## config.mk

```make
export PLATFORM = sky130hd
export DESIGN_NAME = interrupt_arbiter
export DESIGN_NICKNAME = d
export VERILOG_FILES = /design/src/rtl/interrupt_arbiter_pkg.sv /design/src/rtl/interrupt_arbiter_int_sync_pending.sv /design/src/rtl/interrupt_arbiter.sv
export SDC_FILE = /design/constraint.sdc
export NUM_CORES = 1
export LEC_CHECK = 0
export CELL_PAD_IN_SITES_DETAIL_PLACEMENT = 0
export CELL_PAD_IN_SITES_GLOBAL_PLACEMENT = 1
export CORE_MARGIN = 1
export CORE_UTILIZATION = 36
export CTS_CLUSTER_DIAMETER = 80
export DETAILED_ROUTE_END_ITERATION = 12
export PLACE_DENSITY_LB_ADDON = 0.1
export SLEW_MARGIN = 20
export SYNTH_ARGS = -nofsm -noshare
export SYNTH_HDL_FRONTEND = slang
export SYNTH_SLANG_ARGS = --single-unit
```

## constraint.sdc

```tcl
create_clock -name fclk -period 2.3 [get_ports fclk]
set_clock_uncertainty 0.2 [all_clocks]
set_input_delay 0.23 -clock fclk [delete_from_list [all_inputs] [get_ports fclk]]
set_output_delay 0.23 -clock fclk [all_outputs]
set_load 0.02 [all_outputs]
```

## src/rtl/interrupt_arbiter_pkg.sv

```systemverilog
// Shared constants for the interrupt arbiter: channel aliases, NONE code and
// arbitration FSM state encodings.
package interrupt_arbiter_pkg;

  localparam int unsigned INT_NONE = 0;

  // Default 3-channel map (activeInt codes)
  localparam int unsigned RST_i = 1;
  localparam int unsigned NMI_i = 2;
  localparam int unsigned IRQ_i = 3;

  // Arbitration FSM states
  localparam logic [0:0] IDLE   = 1'b0;
  localparam logic [0:0] ACTIVE = 1'b1;

  // Minimum activeInt width able to encode NONE plus every channel
  function automatic int unsigned minVecW(input int unsigned numInt);
    return $clog2(numInt + 1);
  endfunction

endpackage

```

## src/rtl/interrupt_arbiter_int_sync_pending.sv

```systemverilog
// One interrupt channel: two-flop synchroniser, previous-sample flop for
// falling-edge detection, and the edge-sticky / level pending flop.
module int_sync_pending
  import interrupt_arbiter_pkg::*;
(
  input  logic fclk,
  input  logic RES_L,
  input  logic intL,
  input  logic edgeMode,
  input  logic clr,
  output logic pending
);

  logic s0;
  logic s1;
  logic prev;
  logic fallSeen;

  assign fallSeen = prev & ~s1;

  // Synchronise the pin and track pending; a new edge beats a same-cycle clear
  always_ff @(posedge fclk or negedge RES_L) begin
    if (!RES_L) begin
      s0      <= 1'b1;
      s1      <= 1'b1;
      prev    <= 1'b1;
      pending <= 1'b0;
    end else begin
      s0   <= intL;
      s1   <= s0;
      prev <= s1;
      if (!edgeMode) begin
        pending <= ~s1;
      end else if (fallSeen) begin
        pending <= 1'b1;
      end else if (clr) begin
        pending <= 1'b0;
      end
    end
  end

endmodule

```

## src/rtl/interrupt_arbiter.sv

```systemverilog
// N-channel interrupt capture and fixed-priority arbitration. Channel 0 is
// unmaskable and preempts any other active service.
module interrupt_arbiter
  import interrupt_arbiter_pkg::*;
#(
  parameter int unsigned NUM_INT = 3,
  parameter int unsigned VEC_W   = 3
) (
  input  logic               fclk,
  input  logic               RES_L,
  input  logic               haltAll,
  input  logic [NUM_INT-1:0] int_L,
  input  logic [NUM_INT-1:0] edgeMode,
  input  logic [NUM_INT-1:0] mask,
  input  logic               intHandled,
  output logic [VEC_W-1:0]   activeInt,
  output logic               intValid,
  output logic [NUM_INT-1:0] pendingOut
);

  if (NUM_INT < 1 || NUM_INT > 15) begin : gBadNumInt
    $error("interrupt_arbiter: NUM_INT must be 1..15");
  end
  if (VEC_W < minVecW(NUM_INT)) begin : gBadVecW
    $error("interrupt_arbiter: VEC_W too narrow for NUM_INT");
  end

  logic [0:0]         state;
  logic [NUM_INT-1:0] pending;
  logic [NUM_INT-1:0] eligible;
  logic [NUM_INT-1:0] clr;
  logic [VEC_W-1:0]   grantCode;
  logic               anyEligible;
  logic               serviceDone;

  // Channel 0 is always enabled regardless of its mask bit
  assign eligible    = pending & (mask | NUM_INT'(1));
  assign serviceDone = ~haltAll & intHandled & (state == ACTIVE);

  for (genvar g = 0; g < NUM_INT; g++) begin : gChan
    assign clr[g] = serviceDone & (activeInt == VEC_W'(g + 1));

    int_sync_pending uChan (
      .fclk     (fclk),
      .RES_L    (RES_L),
      .intL     (int_L[g]),
      .edgeMode (edgeMode[g]),
      .clr      (clr[g]),
      .pending  (pending[g])
    );
  end

  // Priority encoder: lowest eligible index wins
  always_comb begin
    grantCode   = VEC_W'(INT_NONE);
    anyEligible = 1'b0;
    for (int unsigned i = 0; i < NUM_INT; i++) begin
      if (!anyEligible && eligible[i]) begin
        anyEligible = 1'b1;
        grantCode   = VEC_W'(i + 1);
      end
    end
  end

  // Grant / service / preempt FSM; everything freezes while halted
  always_ff @(posedge fclk or negedge RES_L) begin
    if (!RES_L) begin
      state     <= IDLE;
      activeInt <= '0;
    end else if (!haltAll) begin
      if (state == IDLE) begin
        if (anyEligible) begin
          activeInt <= grantCode;
          state     <= ACTIVE;
        end else begin
          activeInt <= VEC_W'(INT_NONE);
        end
      end else if (intHandled) begin
        activeInt <= VEC_W'(INT_NONE);
        state     <= IDLE;
      end else if (pending[0] && activeInt != VEC_W'(1)) begin
        activeInt <= VEC_W'(1);
      end
    end
  end

  assign intValid   = (activeInt != VEC_W'(INT_NONE));
  assign pendingOut = pending;

endmodule

```

**Yosys cells after proc, flatten, opt, wreduce, memory -nomap -nowiden**

Cells that the tools add are included.

- Eq/ne operators: 8
- Reduce and logical (&&, ||, !) cells: 7
- Bitwise logic cells: 13
- Mux-type cells: 22

Operators by type and width:

| operator | number |
|---|---|
| 1-bit 2-to-1 mux | 16 |
| 3-bit 2-to-1 mux | 4 |
| 3-bit by 1-bit inequality test with 1-bit output (second input constant) | 4 |
| 1-bit bitwise AND | 8 |
| 3-bit by 2-bit equality test with 1-bit output (second input constant) | 2 |
| 2-bit 2-to-1 mux | 2 |
| 1-bit NOT | 4 |
| 3-bit bitwise AND | 1 |
| 3-bit by 1-bit equality test with 1-bit output (second input constant) | 1 |
| 1-bit logical AND | 3 |
| 3-bit by 2-bit inequality test with 1-bit output (second input constant) | 1 |
| 3-bit nonzero test | 1 |
| 1-bit zero test | 2 |
| 2-bit AND reduction | 1 |

- Logic and storage cells: 64
- Bits of input ports: 13
- Bits in registers: 16

**Longest topological paths before layout**

Gate-level depths: netlist of the first run.

- Word-level depth: 10
- Mapped depth: 3

**Modules after synthesis**

From an unflattened synthesis of the first run, not the netlist that was laid out.

- Cell total of the unflattened synthesis: 48
- Area total of the unflattened synthesis: 581.8 um^2

Modules (own cells, without submodules):

| module | times used | area an instance (um^2) | cells an instance | sequential area each (um^2) |
|---|---|---|---|---|
| int_sync_pending | 3 | 122.6 | 7 | 103.8 |
| interrupt_arbiter | 1 | 214.0 | 27 | 75.1 |

**Worst setup path before layout of the first run**

No wires, ideal clock.

- Path type: register to register
- From: register activeInt[1]
- To: register activeInt[0]
- Required time: 2.005 ns
- Stages on the path, launching flop included: 4
- Period minus slack after synthesis: 1.321 ns
- Buffers on the path: 0
- Setup slack: 0.979 ns
- Data arrival time: 1.026 ns
- Setup time: 0.095 ns
- Cells stage by stage: dfrtp_1 nand2b_1 a221o_1 o31ai_1

- Cells in the longest elaborated chain, start to end: 4

RTL lines:

| element | line | text |
|---|---|---|
| from (decl) | interrupt_arbiter.sv:16 | `output logic [VEC_W-1:0] activeInt,` |
| from (signal assigned) | interrupt_arbiter.sv:73 | `activeInt <= grantCode;` |
| from (signal assigned) | interrupt_arbiter.sv:76 | `activeInt <= VEC_W'(INT_NONE);` |
| from (signal assigned) | interrupt_arbiter.sv:79 | `activeInt <= VEC_W'(INT_NONE);` |
| 3-bit by 1-bit inequality test with 1-bit output | interrupt_arbiter.sv:81 | `end else if (pending[0] && activeInt != VEC_W'(1)) begin` |
| 1-bit logical AND | interrupt_arbiter.sv:81 |  |
| 3-bit by 2-bit inequality test with 1-bit output (no source line) | -- |  |
| 2-bit AND reduction (no source line) | -- |  |

Every way passes these cells.
A chain may end at the register's enable or synchronous reset.

**Final worst setup path of the first run**

- From: register activeInt[0]
- To: output intValid

- Cells in the longest elaborated chain, start to end: 1

RTL lines:

| element | line | text |
|---|---|---|
| 3-bit nonzero test | interrupt_arbiter.sv:87 | `assign intValid = (activeInt != VEC_W'(INT_NONE));` |
| to (decl) | interrupt_arbiter.sv:17 | `output logic intValid,` |

Every way passes these cells.

==> flow_summary_export.csv, run 1 <==
group,metric,value,unit
floorplanning,die_y,43.19,um
global_routing,grt_start_max_net_pins,16,
placed_design,dpl_worst_slack,0.6220,ns
clocking,cts_htree_levels,1,
sta,period_share,0.8514,
clocking,cts_tree,"done",
synth,seq_area_frac_synth,0.6332,
clocking,cts_resized,0,
synth,synth.distinct_cells,24,
final_layout,finalNetCount,80,
power,clockPowerShare,0.232,
critical_path,required,1.87,ns
route,routedWlPerCell,12.30,um
sta,setup_ws,0.3418,ns
global_routing,antenna_found_initial,0,
critical_path,path_max_fanout,5,
run_status,status,"finished, final reports clean",
power,power.density,759.5,nW/um^2
clocking,clk_pin_slew_worst_paths,0.08,ns
floorplanning,ios,20,
synth,syn_area,610.6,sq um
final_layout,stdcell_area,797.0,sq um
synth,yosysTopAreaCellShare,0.3873,
critical_path,endpoint_kind,"primary output",
synth,synth.avg_cell_area,12.46,sq um
placed_design,post-place-cells,78,
sta,grt_setup_unrepaired,"no",
sta,final_hold_viol_count,0,
critical_path,start_kind,"flip-flop",
sta,timing.slew.headroom,0.5835,
sta,setup_viol,0,
synth,yosys_warnings,0,
critical_path,r2r-end,"activeInt[0]",
route,vias_per_cell,4.951,
power,p_sw,0.1671,mW
final_layout,instances_no_fill,82,
worst_hold_path,hold_class,"in2async",
floorplanning,core,1541,sq um
clocking,clock-sinks,15,
route,drt-pass1-iter-count,4,
synth,syn_inst,49,
placed_design,post_dp_cell_area,770.7,sq um
route,drc,0,
power,switching_share,0.2760,
power,power.internal,0.4382,mW
sta,finalMaxSlewViolations,0,
synth,syn-num-nets,62,
flow_run,maxCapViolCount,0,
power,ir_drop,0.4368,mV
sta,worst_pin_slew,0.6229,ns
floorplanning,start_util,0.3961,
critical_path,critical_path.slowest_cell,"clkdlybuf4s50_1",
placed_design,gp_congestion,0.7094,
route,drt_wl_total,1.009,mm
critical_path,crit_arrival,1.53,ns
route,drtIter0Drc,2,
critical_path,rrSetupSlack,0.98,ns
critical_path,crit_chain,"or2_2 -> clkdlybuf4s50_1",
sta,fmax,0.5107,GHz
global_routing,grt_pass1_vias,401,
critical_path,r2r-start,"activeInt[1]",
placed_design,hpwl,792.2,um
critical_path,r2r_cells,3,
global_routing,grt_pass1_wl,1.711,mm
sta,fin_hold_ws,0.1470,ns
floorplanning,dieArea,1865,sq um
floorplanning,die_x,43.19,um
critical_path,worst-setup-path-type,"reg2out",
global_routing,gr-total-overflow,0,
clocking,root_buffer,"clkbuf_4",
synth,netlist_top_cells_area,"dfstp_2 39%, dfrtp_1 25%, buf_4 4.9%, o211ai_1 3.7%, nor2b_1 3.1%",
final_layout,fill_cells,142,
clocking,cts_buffers,3,
clocking,cts_buffer_depth,2,
clocking,cts_setup_buffers,0,
placed_design,io_buffers,17,
route,ant_nets,0,
floorplanning,core.rowCount,14,
final_layout,diodes,0,
clocking,holdBufCountCts,0,
sta,tns,0,ns
synth,synth_seq_cells,15,
sta,fin_crit,1.958,ns
power,leakagePower,0.3246,nW
global_routing,grt_util_all_layers,0.1197,
route,vias,406,
power,pwr-share-comb,0.240,
synth,synth_top_cell_by_area,"dfstp_2",
final_layout,drive_gt1_frac,0.2273,
power,p_seq_frac,0.528,
clocking,clk_latency,0.27,ns
critical_path,slowest_delay,0.53,ns
final_layout,area_delta_synth_final,30.53,%
## synthesized netlist by cell type (all sizes together)
cell	count
a22oi	2
a21oi	1
nand2b	2
or2	1
inv	3
conb	1
nor2b	4
nand2	1
o21a	1
nor4	1
nand3b	1
o211ai	3
a221o	1
o21ai	3
buf	4
and2	1
a311oi	1
dfstp	9
o31ai	1
a21o	1
dfrtp	6
nand4b	1
## placed cells by master, fill, tap and decap left out
master / instances
clkdlybuf4s50_1: 17
a22oi_1: 2
nor2b_1: 3
clkbuf_4: 3
a311oi_1: 1
o21ai_0: 1
o21ai_1: 2
dfrtp_1: 6
a21oi_1: 1
nand2b_1: 2
clkbuf_1: 1
and2_2: 1
nor2b_2: 1
nand2_1: 1
o31ai_1: 1
a21o_1: 1
nand3b_1: 1
conb_1: 1
nor4_1: 1
dfstp_2: 9
a221o_1: 1
inv_1: 3
or2_2: 1
nand4b_1: 1
o211ai_1: 3
o21a_1: 1
## logic make-up after synthesis
logic type | Yosys count | synth area share
flops | 15 | 0.6332
buf+inv | 7 | 0.06762
simple gates | 12 | 0.1312
compound gates | 14 | 0.1619
other cells | 1 | 0.006142
## worst max path at each step
stage | slack (ns) | endpoint | start | cells past startpoint
2_1_floorplan | 0.98 | activeInt[0] | activeInt[1] | 3
3_3_place_gp | 0.64 | intValid | activeInt[0] | 2
3_5_place_dp | 0.62 | intValid | activeInt[0] | 2
4_1_cts | 0.32 | intValid | activeInt[0] | 2
5_1_grt | 0.28 | intValid | activeInt[0] | 2
6_report | 0.34 | intValid | activeInt[0] | 2
## layer usage
layer | routed length [um] | track usage
met4 | 0 | 0.05455
met5 | 0 | 0
met3 | 57 | 0.01277
met1 | 487 | 0.1791
met2 | 463 | 0.1731
## registers in the layout, indices dropped and copies added (netlist names)
signal and count:
gChan.uChan.s0 3, gChan.uChan.prev 3, gChan.uChan.s1 3, state 1, gChan.uChan.pending 3, activeInt 2
## per-stage QoR
stage               power [mW]    util
floorplan               0.4003       -
global placement        0.4703  0.5000
detailed placement      0.4724  0.5000
CTS                     0.6142  0.5170
global route            0.6406  0.5170
finish                  0.6053  0.5170
## power by group through the flow
stage                     combinational, mW  sequential, mW  clock (mW)
after floorplan                      0.0735           0.327           0
after global placement                0.147           0.323           0
after detailed placement              0.147           0.325           0
after CTS                             0.148           0.321       0.146
after global routing                  0.157           0.324       0.159
final                                 0.146           0.319       0.140
## final cells by class
cell class	count	area, sq um	area share
Sequential cell	15	386.6	0.4851
Multi-Input combinational cell	27	182.7	0.2292
Timing Repair Buffer	17	170.2	0.2135
Clock buffer	4	26.28	0.03297
Tap cell	16	20.02	0.02512
Inverter	3	11.26	0.01413
## critical path, delay by kind of cell (launching register included)
kind | cells | cell delay (ns)
buf+inv | 1 | 0.53
flops | 1 | 0.43
simple gates | 1 | 0.30
Note: power is estimated with default switching activity, not from simulation.
==> run 2, diff against run 1 <==
Settings changed: HOLD_SLACK_MARGIN set to 0.06.
==> results of run 2 <==
Same layout as run 1: the final DEF is identical, and so are final timing and power.
